File: src/rtl/alu_core.sv
// rtl/alu_core.sv - registered WIDTH-bit ALU with eight bitwise/arithmetic ops
//
// Ports:
//   clk        rising-edge clock
//   rst        synchronous active-high reset
//   A, B       WIDTH-bit unsigned operands
//   ALU_Sel    3-bit operation select
//   in_valid   operands/opcode valid this cycle
//   ALU_Out    registered WIDTH-bit result
//   carry_out  registered carry (ADD) or no-borrow (SUB), 0 for logic ops
//   zero       registered flag, set when the loaded result is all zeros
//   out_valid  registered, high for the cycle after an accepted input
module alu_core #(
  parameter int WIDTH = 1
) (
  input  logic             clk,
  input  logic             rst,
  input  logic [WIDTH-1:0] A,
  input  logic [WIDTH-1:0] B,
  input  logic [2:0]       ALU_Sel,
  input  logic             in_valid,
  output logic [WIDTH-1:0] ALU_Out,
  output logic             carry_out,
  output logic             zero,
  output logic             out_valid
);

  typedef enum logic [2:0] {
    OP_AND  = 3'b000,
    OP_OR   = 3'b001,
    OP_XOR  = 3'b010,
    OP_NAND = 3'b011,
    OP_NOR  = 3'b100,
    OP_XNOR = 3'b101,
    OP_ADD  = 3'b110,
    OP_SUB  = 3'b111
  } op_e;

  logic [WIDTH-1:0] res_q, res_d;
  logic             carry_q, carry_d;
  logic             zero_q, zero_d;
  logic             valid_q;

  // Arithmetic is done one bit wider so the MSB carries out the carry/borrow.
  logic [WIDTH:0]   sum_w;
  logic [WIDTH:0]   diff_w;
  logic [WIDTH-1:0] alu_res;
  logic             alu_carry;

  assign sum_w  = {1'b0, A} + {1'b0, B};
  assign diff_w = {1'b0, A} - {1'b0, B};

  always_comb begin
    alu_res   = '0;
    alu_carry = 1'b0;
    case (op_e'(ALU_Sel))
      OP_AND:  alu_res = A & B;
      OP_OR:   alu_res = A | B;
      OP_XOR:  alu_res = A ^ B;
      OP_NAND: alu_res = ~(A & B);
      OP_NOR:  alu_res = ~(A | B);
      OP_XNOR: alu_res = ~(A ^ B);
      OP_ADD: begin
        alu_res   = sum_w[WIDTH-1:0];
        alu_carry = sum_w[WIDTH];
      end
      OP_SUB: begin
        alu_res   = diff_w[WIDTH-1:0];
        // The wide subtraction underflows into the MSB only when A < B.
        alu_carry = ~diff_w[WIDTH];
      end
      default: begin
        alu_res   = '0;
        alu_carry = 1'b0;
      end
    endcase
  end

  // Result and flags hold when no new input is accepted.
  always_comb begin
    res_d   = res_q;
    carry_d = carry_q;
    zero_d  = zero_q;
    if (in_valid) begin
      res_d   = alu_res;
      carry_d = alu_carry;
      zero_d  = (alu_res == '0);
    end
  end

  always_ff @(posedge clk) begin
    if (rst) begin
      res_q   <= '0;
      carry_q <= 1'b0;
      zero_q  <= 1'b0;
      valid_q <= 1'b0;
    end else begin
      res_q   <= res_d;
      carry_q <= carry_d;
      zero_q  <= zero_d;
      valid_q <= in_valid;
    end
  end

  assign ALU_Out   = res_q;
  assign carry_out = carry_q;
  assign zero      = zero_q;
  assign out_valid = valid_q;

endmodule

File: config.mk
export PLATFORM = sky130hd
export DESIGN_NAME = alu_core
export DESIGN_NICKNAME = d
export VERILOG_FILES = /design/src/rtl/alu_core.sv
export SDC_FILE = /design/constraint.sdc
export NUM_CORES = 1
export LEC_CHECK = 0
export CORE_AREA = 2 2 39 41
export CTS_BUF_LIST = sky130_fd_sc_hd__clkbuf_8
export CTS_CLUSTER_DIAMETER = 30
export DETAILED_ROUTE_END_ITERATION = 7
export DIE_AREA = 0 0 41 43
export PLACE_DENSITY = 0.49
export SYNTH_ARGS = -nofsm -noshare
export SYNTH_HDL_FRONTEND = slang
export SYNTH_SLANG_ARGS = --single-unit
File: constraint.sdc
create_clock -name clk -period 1.43 [get_ports clk]
set_input_delay 0.2145 -clock clk [delete_from_list [all_inputs] [get_ports clk]]
set_output_delay 0.2145 -clock clk [all_outputs]
set_load 0.01 [all_outputs]
# == Word-level counts from Yosys, hierarchy flattened ==
# Cells that the tools add are included.
# totals
reg_bits,4
inputBits,8
output_inout_bits,4
wordCells,24
# classes
add_sub_neg,2
n_eq_ne,7
muxes,2
bitwise,8
n_reduce_logical,1
# op_table
operator,count
$eq 3x3->1 const B,4
$pmux 1 s8,1
$eq 3x2->1 const B,2
$not 1->1,5
$eq 3x1->1 const B,1
$logic_not 3->1,1
$add 1x1->2,1
$pmux 1 s2,1
$sub 1x1->2,1
$and 1x1->1,1
$or 1x1->1,1
$xor 1x1->1,1

# == Depth between registers and ports, before layout ==
# Gate-level depths: netlist of the first run.
# logic_depth
word_depth,4
mapped_depth,6
mapped_depth_nobuf,6

# == Worst setup path after synthesis of the first run ==
# OpenSTA, ideal clock, no wires.
# synth_path
path_kind,input port to flip-flop
startpoint,input port A
endpoint,register res_q (netlist: ALU_Out)
setup_ns,0.079
arrival_ns,1.136
required_ns,1.351
setup_slack_ns,0.214
cell_stages,6
path_buffers,0
cell_sequence,inv_1 ha_1 and2b_1 a211oi_1 o31a_1 a211oi_2
# synth_between
elab_chain_cells,3
elab_cells_between_ends,9
classes_between,add/sub (2); mux (1); bitwise (6)
# synth_lines
item,line_no,text
start: declaration,18,"input logic [WIDTH-1:0] A,"
"$xor 1x1->1, or another cell as far along","59, 62",
"$not 1->1, on equally long branches","62, 60, 61",
$pmux 1 s8 (*),56,case (op_e'(ALU_Sel))
end signal: assignment,98,res_q <= res_d;
end: declaration,39,"logic [WIDTH-1:0] res_q, res_d;"
# Every way passes the cells marked *; elsewhere a longest branch is shown, timed or not.
# A chain may end at the register's enable or synchronous reset.

# == Final worst setup path of the first run ==
# layout_path
startpoint,input port ALU_Sel[1]
endpoint,register res_q (netlist: ALU_Out)
# layout_between
elab_chain_cells,2
elab_cells_between_ends,9
classes_between,eq/ne (7); mux (1); reduce/logical (1)
# layout_lines
item,line_no,text
start: declaration,20,"input logic [2:0] ALU_Sel,"
"$eq 3x3->1, or another cell as far along",56,
$pmux 1 s8 (*),56,
# Marked as above.

==> flow_summary.ini, run 1 <==
[layout]
final_util_pct = 37.8
antenna_cells = 0
nNetsFinal = 66
layout.cells.non_filler = 68
syn_to_final_growth_pct = 87.4
layout_commonest_cell = clkdlybuf4s50_1
final_cell_mix = clkdlybuf4s50_1 (9), buf_4 (6), dfxtp_1 (4)
design_area_um2 = 523
layout-drive-gt1-share_pct = 32.7

[yosys]
syn_area_um2 = 279
yosys_warnings = 0
ys_ff_latch = 4
yosysSeqAreaShare_pct = 28.7
syn_area_per_cell_um2 = 8.72
syn_inst = 32
ys_types = 17
syn-num-nets = 44

[clock_tree]
cts_buffers = 3
insertion_delay_ns = 0.21
cts_sinks = 4
cts_max_level = 1
cts_tree = built
postCtsHoldBufs = 0
clkTransAtPathRegs_ns = 0.03
cts-root-buf = clkbuf_8
clock_path_buffers = 2

[critical_path]
rr_worst_depth = 2
path_class = in -> reg
crit_chain = clkdlybuf4s50_1 -> nand4b_1 -> nand2_1 -> o31a_1 -> a211oi_2
cp_slowest_stage_delay_ns = 0.58
r2r_end = ALU_Out$_SDFFE_PP0P_
critPathLaunchType = input pin
crit_required_ns = 1.57
cp_max_fo = 6
timing.rr.start = ALU_Out$_SDFFE_PP0P_
arrival_ns = 1.52
reg2reg_slack_ns = 0.81
worst-path-buf-inv = 1
endpoint_kind = register
cp_top_family = buffers and inverters
slowest_stage = clkdlybuf4s50_1

[power_and_ir_drop]
sequentialPowerShare_pct = 26.6
vdd_drop_max_mv = 0.202
power.density_nw_per_um2 = 878
switchingPower_w = 0.0000998
power.share.clock_pct = 51.0
cellInternalPower_w = 0.000359
switching_share_pct = 21.7
power.leakage_nw = 0.212
combinationalPowerShare_pct = 22.4

[status]
status = complete, no violations

[drt]
drtIter0Drc = 1
num_vias = 297
wl_met1_um = 278
top_layer_used = met4
routed-wl-met3_um = 62
route.met2.wl_um = 249
via_per_inst = 4.37
drc = 0
ant_nets = 0
totalWireLength_um = 622
first_pass_iters = 4
wl_per_cell_um = 9.15

[sta]
fin_crit_sh_pct = 96.4
worst_pin_slew_ns = 0.248
fin_worst_skew_ns = 0
relSlewSlack_pct = 83.2
finalHoldViolCount = 0
min_period_ns = 1.38
rsz0062_at_grt = false
maxSlewViolCount = 0
setup_viol_count_final = 0
setup_slack_ns = 0.0515
clock.fmax_mhz = 725

[global_route]
grt_pass1_wl_um = 1010
overflow = 0
antenna_found_initial = 0
grt_max_degree = 8
grt_pass1_vias = 254
grt_usage_pct = 9.40

[floorplan]
die_w_um = 41
boundaryPins = 12
start_util_pct = 20.2
core_um2 = 1380
dieHeight_um = 43
dieArea_um2 = 1760
row_count = 14

[min_path]
min_path_type = reg -> reg
hold_end = carry_out$_SDFFE_PP0P_
hp-start = carry_out$_SDFFE_PP0P_
min_path_cells = 2

[placed_design]
placed_cell_area_um2 = 454
portBuffers = 11
dp_slack_ns = -0.355
placed_cells = 65
hpwl_um = 474
gp_congestion = 0.782

[job]
drv_cap = 0
## cell type report
type                            instances  area (µm²)
Clock buffer                            3        41.3
Inverter                                2        7.51
Sequential cell                         4        80.1
Timing Repair Buffer                   17         153
Multi-Input combinational cell         26         221
Tap cell                               16        20.0
Fill cell                             153         861
## power groups by stage
stage	clock network (W)	registers, W	logic (W)
2_1_floorplan	0	0.000127	0.0000321
3_3_place_gp	0	0.000124	0.0000966
3_5_place_dp	0	0.000124	0.0000955
4_1_cts	0.000244	0.000122	0.000103
5_1_grt	0.000251	0.000123	0.000113
6_report	0.000234	0.000122	0.000103
## Yosys cell counts
cell type | number | share of area [%]
a211oi_1 | 1 | 2.7
a211oi_2 | 1 | 4.5
a21oi_1 | 3 | 5.4
and2b_1 | 2 | 5.4
dfxtp_1 | 4 | 29
ha_1 | 4 | 18
inv_1 | 2 | 2.7
nand2_1 | 3 | 4.0
nand2b_1 | 2 | 4.5
nand4_1 | 1 | 2.2
nand4b_1 | 2 | 6.3
nor2_1 | 2 | 2.7
nor2b_1 | 1 | 2.2
nor3_1 | 1 | 1.8
nor3b_1 | 1 | 2.7
o311ai_1 | 1 | 3.1
o31a_1 | 1 | 3.1
## registers in the layout, summed over array words and instances (netlist names)
| signal | count |
|---|---|
| carry_out | 1 |
| ALU_Out | 1 |
| zero | 1 |
| out_valid | 1 |
## worst reg2reg max path: cells and delay by family, from the launching register on
family / cells / cell delay [ns]
and+or+nand+nor: 1 / 0.05
AOI/OAI and AO/OA: 1 / 0.18
DFF: 1 / 0.32
## per-stage QoR
step | hold WS, ns | TNS (ns) | total power, W
finish | 0.465 | 0 | 0.000459
global route | 0.479 | 0 | 0.000487
global placement | 0.461 | -0.829 | 0.000220
floorplan | 0.279 | 0 | 0.000159
CTS | 0.467 | 0 | 0.000469
detailed placement | 0.460 | -0.824 | 0.000219
## metal layers
metal,global-route usage [%],up-vias
met5,0,-
met4,12.0,0
met3,3.14,5
met2,11.6,13
met1,10.5,124
li1,-,155
## repair_timing
| item | CTS | global route |
|---|---|---|
| setup buffers | 0 | 0 |
| gates resized for setup | 8 | 1 |
| cloned | 0 | 0 |
| pin swaps | 1 | 0 |
| setup endpoints to repair | 2 | 1 |
## how the worst max path moves through the flow
stage / to / cells after the start / startpoint
final: ALU_Out$_SDFFE_PP0P_ / 5 / ALU_Sel[1]
after global routing: ALU_Out$_SDFFE_PP0P_ / 5 / ALU_Sel[1]
after CTS: ALU_Out$_SDFFE_PP0P_ / 5 / ALU_Sel[1]
after detailed placement: ALU_Out$_SDFFE_PP0P_ / 6 / A
after global placement: ALU_Out$_SDFFE_PP0P_ / 6 / A
after floorplan: ALU_Out$_SDFFE_PP0P_ / 6 / A
## cell families after synthesis
group | after synthesis | share of synthesized area (%)
compound gates | 7 | 18.8
flops | 4 | 28.7
fa+ha+maj | 4 | 17.9
simple gates | 15 | 31.8
buf+inv | 2 | 2.69
No activity file was read; power rests on OpenSTA's default activity.
==> inputs of run 2 (changes only) <==
--- a/config.mk
+++ b/config.mk
@@ -5,11 +5,11 @@
 export SDC_FILE = /design/constraint.sdc
 export NUM_CORES = 1
 export LEC_CHECK = 0
-export CORE_AREA = 2 2 39 41
+export CORE_AREA = 3 3 40 42
 export CTS_BUF_LIST = sky130_fd_sc_hd__clkbuf_8
 export CTS_CLUSTER_DIAMETER = 30
 export DETAILED_ROUTE_END_ITERATION = 7
-export DIE_AREA = 0 0 41 43
+export DIE_AREA = 0 0 43 45
 export PLACE_DENSITY = 0.49
 export SYNTH_ARGS = -nofsm -noshare
 export SYNTH_HDL_FRONTEND = slang
==> run 2 against run 1 <==
Clock-buffer cell count is the same. Largest power group unchanged. Worst setup slack gained 0.054 ns. Hold slack gained 0.015 ns. Global-route usage grew 0.59 points. Largest cell class unchanged. Critical endpoint unchanged.
==> flow_summary.ini, run 2 (synthesis gave the netlist of run 1 again) <==
[drt]
num_vias = 310
totalWireLength_um = 762
via_per_inst = 4.63
ant_nets = 0
wl_per_cell_um = 11.4
drtIter0Drc = 2
drc = 0
first_pass_iters = 2

[clock_tree]
cts_max_level = 1
cts-root-buf = clkbuf_8
clkTransAtPathRegs_ns = 0.03
cts_tree = built
clock_path_buffers = 2
insertion_delay_ns = 0.22
postCtsHoldBufs = 0
cts_sinks = 4
ctsResizeCount = 4
post-cts-setup-buffer-count = 0
cts_buffers = 3

[power_and_ir_drop]
sequentialPowerShare_pct = 26.4
power.share.clock_pct = 52.3
cellInternalPower_w = 0.000358
switchingPower_w = 0.000107
combinationalPowerShare_pct = 21.3
switching_share_pct = 23.1
vdd_drop_max_mv = 0.455
power.density_nw_per_um2 = 922
power.leakage_nw = 0.211

[global_route]
overflow = 0
grt_util_met1_pct = 9.40
grt_use_met3_pct = 4.78
use_met2_pct = 18.0
antenna_found_initial = 0
grt_max_degree = 8
grt_pass1_wl_um = 1390
grt_pass1_vias = 356
grt_usage_pct = 9.99
grt.busiest_layer = met2

[sta]
maxSlewViolCount = 0
relSlewSlack_pct = 81.1
worst_pin_slew_ns = 0.282
finalHoldViolCount = 0
fin_worst_skew_ns = 0
finalSetupTns_ns = 0
hold_slack_ns = 0.480
min_period_ns = 1.32
rsz0062_at_grt = false
clock.fmax_mhz = 755
setup_viol_count_final = 0
fin_crit_sh_pct = 92.6
setup_slack_ns = 0.106

[layout]
layout-drive-gt1-share_pct = 23.1
layout_commonest_cell = clkdlybuf4s50_1
syn_to_final_growth_pct = 80.7
seqCellArea_um2 = 80.1
final_cell_mix = clkdlybuf4s50_1 (9), buf_4 (6), dfxtp_1 (4)
antenna_cells = 0
nNetsFinal = 66
fillers = 137
multi_input_area_um2 = 204

[floorplan]
core_um2 = 1280
row_count = 13
boundaryPins = 12
dieArea_um2 = 1940
dieHeight_um = 45
die_w_um = 43
start_util_pct = 21.7

[critical_path]
critPathLaunchType = input pin
arrival_ns = 1.42
crit_chain = clkdlybuf4s50_1 -> and2b_1 -> nor3b_1 -> o31a_1 -> a211oi_2
crit_required_ns = 1.53
cp_slowest_stage_delay_ns = 0.49
path_class = in -> reg
slowest_stage = clkdlybuf4s50_1
cp_max_fo = 3
endpoint_kind = register

[status]
status = complete, no violations

[placed_design]
hpwl_um = 590
gp_congestion = 0.705
dp_slack_ns = -0.362
portBuffers = 11

[job]
drv_cap = 0

[min_path]
min_path_type = reg -> reg
-- run 2: cell count changes in the layout (fill, tap and decap cells not counted) --
cell,before,now
a211oi_1,0,1
a211oi_2,2,1
ha_1,2,3
ha_2,1,0
inv_1,0,1
inv_2,2,1
nor3_1,0,1
nor3_2,1,0
nor3b_1,0,1
nor3b_2,1,0
-- run 2: critical path: cells and delay by family --
family	cells	cell delay, ns
AOI/OAI and AO/OA	2	0.26
buffers and inverters	1	0.49
and+or+nand+nor	2	0.46
-- run 2: power by group through the flow --
stage               combinational [W]  sequential, W  clock [W]
detailed placement          0.0000970       0.000124          0
CTS                         0.0000992       0.000123   0.000251
global placement            0.0000946       0.000124          0
floorplan                   0.0000321       0.000127          0
global route                 0.000110       0.000123   0.000261
finish                      0.0000990       0.000123   0.000243
-- run 2: path summary, 6_finish.rpt --
kind         slack [ns]                  from                   end  depth (start not counted)
max                0.11            ALU_Sel[2]  ALU_Out$_SDFFE_PP0P_                          5
min                0.48     zero$_SDFFE_PP0P_     zero$_SDFFE_PP0P_                          2
max reg2reg        0.78  ALU_Out$_SDFFE_PP0P_  ALU_Out$_SDFFE_PP0P_                          2
min reg2reg        0.48     zero$_SDFFE_PP0P_     zero$_SDFFE_PP0P_                          2
-- run 2: cell type report --
type                    count  area share (%)
inverters                   2            1.49
multi-input cells          26            40.4
well taps                  15            3.72
flip-flops and latches      4            15.9
clock buffers               3            8.19
repair buffers             17            30.3
-- run 2: metal layers --
metal	share of wire (%)	vias up	wire [µm]
met4	0	0	0
met5	0	-	0
li1	-	155	-
met3	4.6	0	35
met2	53	5	401
met1	43	150	325
-- run 2: through the flow --
step	instance area, µm²	power [W]	utilization, %	cells
after detailed placement	453	0.000221	35.2	64
after global routing	504	0.000495	39.2	67
after CTS	504	0.000473	39.2	67
final	504	0.000465	39.2	67
after global placement	453	0.000218	35.2	64
after floorplan	279	0.000159	-	32
==> inputs of run 3 (changes only) <==
--- a/config.mk
+++ b/config.mk
@@ -10,7 +10,7 @@
 export CTS_CLUSTER_DIAMETER = 30
 export DETAILED_ROUTE_END_ITERATION = 7
 export DIE_AREA = 0 0 43 45
-export PLACE_DENSITY = 0.49
+export PLACE_DENSITY = 0.51
 export SYNTH_ARGS = -nofsm -noshare
 export SYNTH_HDL_FRONTEND = slang
 export SYNTH_SLANG_ARGS = --single-unit
==> constraint.sdc (replaced) <==
create_clock -name clk -period 1.1 [get_ports clk]
set_input_delay 0.165 -clock clk [delete_from_list [all_inputs] [get_ports clk]]
set_output_delay 0.165 -clock clk [all_outputs]
set_load 0.01 [all_outputs]
==> run 3 against run 2 <==
First-iteration DRC count down 50%. Non-clock buffer count unchanged. Clock-buffer cell count stayed put. Combinational power grew 37%. Highest routed layer is now met4. Sequential share of layout area down 0.61 points. Critical path depth is 2 higher. Global-route usage is 1.6 points lower. Hold slack got worse by 0.013 ns.
==> flow_summary.ini, run 3 (synthesis gave the netlist of run 1 again) <==
[status]
status = complete, no violations

[critical_path]
cp-startpoint = B
timing.rr.start = ALU_Out$_SDFFE_PP0P_
arrival_ns = 1.21
reg2reg_slack_ns = 0.47
endpoint_kind = register
critPathLaunchType = input pin
crit_required_ns = 1.23
path_class = in -> reg
cp_max_fo = 3

[floorplan]
start_util_pct = 21.7
die_w_um = 43
boundaryPins = 12
core_um2 = 1280
dieHeight_um = 45
dieArea_um2 = 1940
row_count = 13

[sta]
maxSlewViolCount = 0
clock.fmax_mhz = 932
rsz0062_at_grt = false
fin_worst_skew_ns = 0
setup_viol_count_final = 0
worst_pin_slew_ns = 0.237
finalHoldViolCount = 0
relSlewSlack_pct = 84.1
fin_crit_sh_pct = 97.6
min_period_ns = 1.07
setup_slack_ns = 0.0267

[global_route]
overflow = 0
grt_pass1_wl_um = 1200
grt_max_degree = 8
grt_pass1_vias = 313
antenna_found_initial = 0
grt_usage_pct = 8.40

[clock_tree]
clkTransAtPathRegs_ns = 0.03
cts_max_level = 1
cts_buffers = 3
clock_path_buffers = 2
cts_sinks = 4
cts-root-buf = clkbuf_8
postCtsHoldBufs = 0
cts_tree = built
insertion_delay_ns = 0.21

[layout]
nNetsFinal = 66
final_cell_mix = dlygate4sd2_1 (5), buf_4 (5), dfxtp_1 (4)
antenna_cells = 0
multi_input_area_um2 = 224
layout-drive-gt1-share_pct = 38.5
syn_to_final_growth_pct = 87.9
seqCellArea_um2 = 80.1
layout.cells.non_filler = 67
fillers = 128

[min_path]
min_path_type = in -> reg
hp-start = ALU_Sel[0]

[placed_design]
dp_slack_ns = -0.603
hpwl_um = 595
placed_cells = 63
gp_congestion = 0.693
portBuffers = 11

[job]
drv_cap = 0

[drt]
ant_nets = 0
drtIter0Drc = 1
drc = 0
via_per_inst = 4.72
wl_per_cell_um = 11.2
first_pass_iters = 2
num_vias = 316
totalWireLength_um = 750

[power_and_ir_drop]
vdd_drop_max_mv = 0.761
power.leakage_nw = 0.233
p_total_w = 0.000598
power.density_nw_per_um2 = 1140
## run 3: cell count changes in the layout (fill, tap and decap cells not counted), sizes merged
cell,change
clkdlybuf4s50,-7
dlygate4sd2,+3
buf,+2
clkbuf,+1
clkdlybuf4s15,+1
## run 3: final cells by class
type	count	share of cell area, %
Sequential cell	4	15.3
Inverter	2	1.91
Clock buffer	3	7.88
Tap cell	15	3.58
Multi-Input combinational cell	26	42.7
Timing Repair Buffer	17	28.6
## run 3: per-stage QoR
stage                     util [%]  area (µm²)  TNS, ns  hold WS, ns
after CTS                     40.3         518  -0.0645        0.473
after global routing          40.8         524        0        0.508
after detailed placement      35.6         458    -1.59        0.466
after floorplan                  -         292        0        0.230
final                         40.8         524        0        0.467
after global placement        35.6         458    -1.48        0.458
## run 3: final timing paths
kind                                                to  depth (start not counted)
worst min-delay path            carry_out$_SDFFE_PP0P_                          5
worst min register to register       zero$_SDFFE_PP0P_                          2
worst max register to register    ALU_Out$_SDFFE_PP0P_                          2
worst max-delay path              ALU_Out$_SDFFE_PP0P_                          7
## run 3: power by group
| part | total [W] | leakage, nW | switching [W] | internal [W] |
|---|---|---|---|---|
| Sequential | 0.000158 | 0.0330 | 0.00000326 | 0.000155 |
| Clock | 0.000304 | 0.0216 | 0.0000715 | 0.000233 |
| Combinational | 0.000136 | 0.179 | 0.0000599 | 0.0000758 |
## run 3: timing repair
| item | CTS | global route |
|---|---|---|
| setup buffers | 1 | 0 |
| pin swaps | 5 | 4 |
| resized for setup | 16 | 11 |
| endpoints found under the setup margin | 7 | 2 |
## run 3: worst max-delay path, cell delays in order
cell and delay [ns]:
buf_6 0.10, inv_2 0.06, ha_4 0.20, nand4b_1 0.11, nand2_2 0.07, o31a_1 0.29, a211oi_2 0.21
## run 3: layer usage
| metal | up-vias | routed length, µm | part of all wire [%] | track usage (%) |
|---|---|---|---|---|
| met2 | 8 | 432 | 58 | 15.0 |
| met1 | 148 | 265 | 35 | 7.45 |
| met4 | 0 | 9 | 1.2 | 3.61 |
| met3 | 2 | 43 | 5.7 | 5.58 |
| met5 | - | 0 | 0 | 0 |
| li1 | 158 | - | - | - |
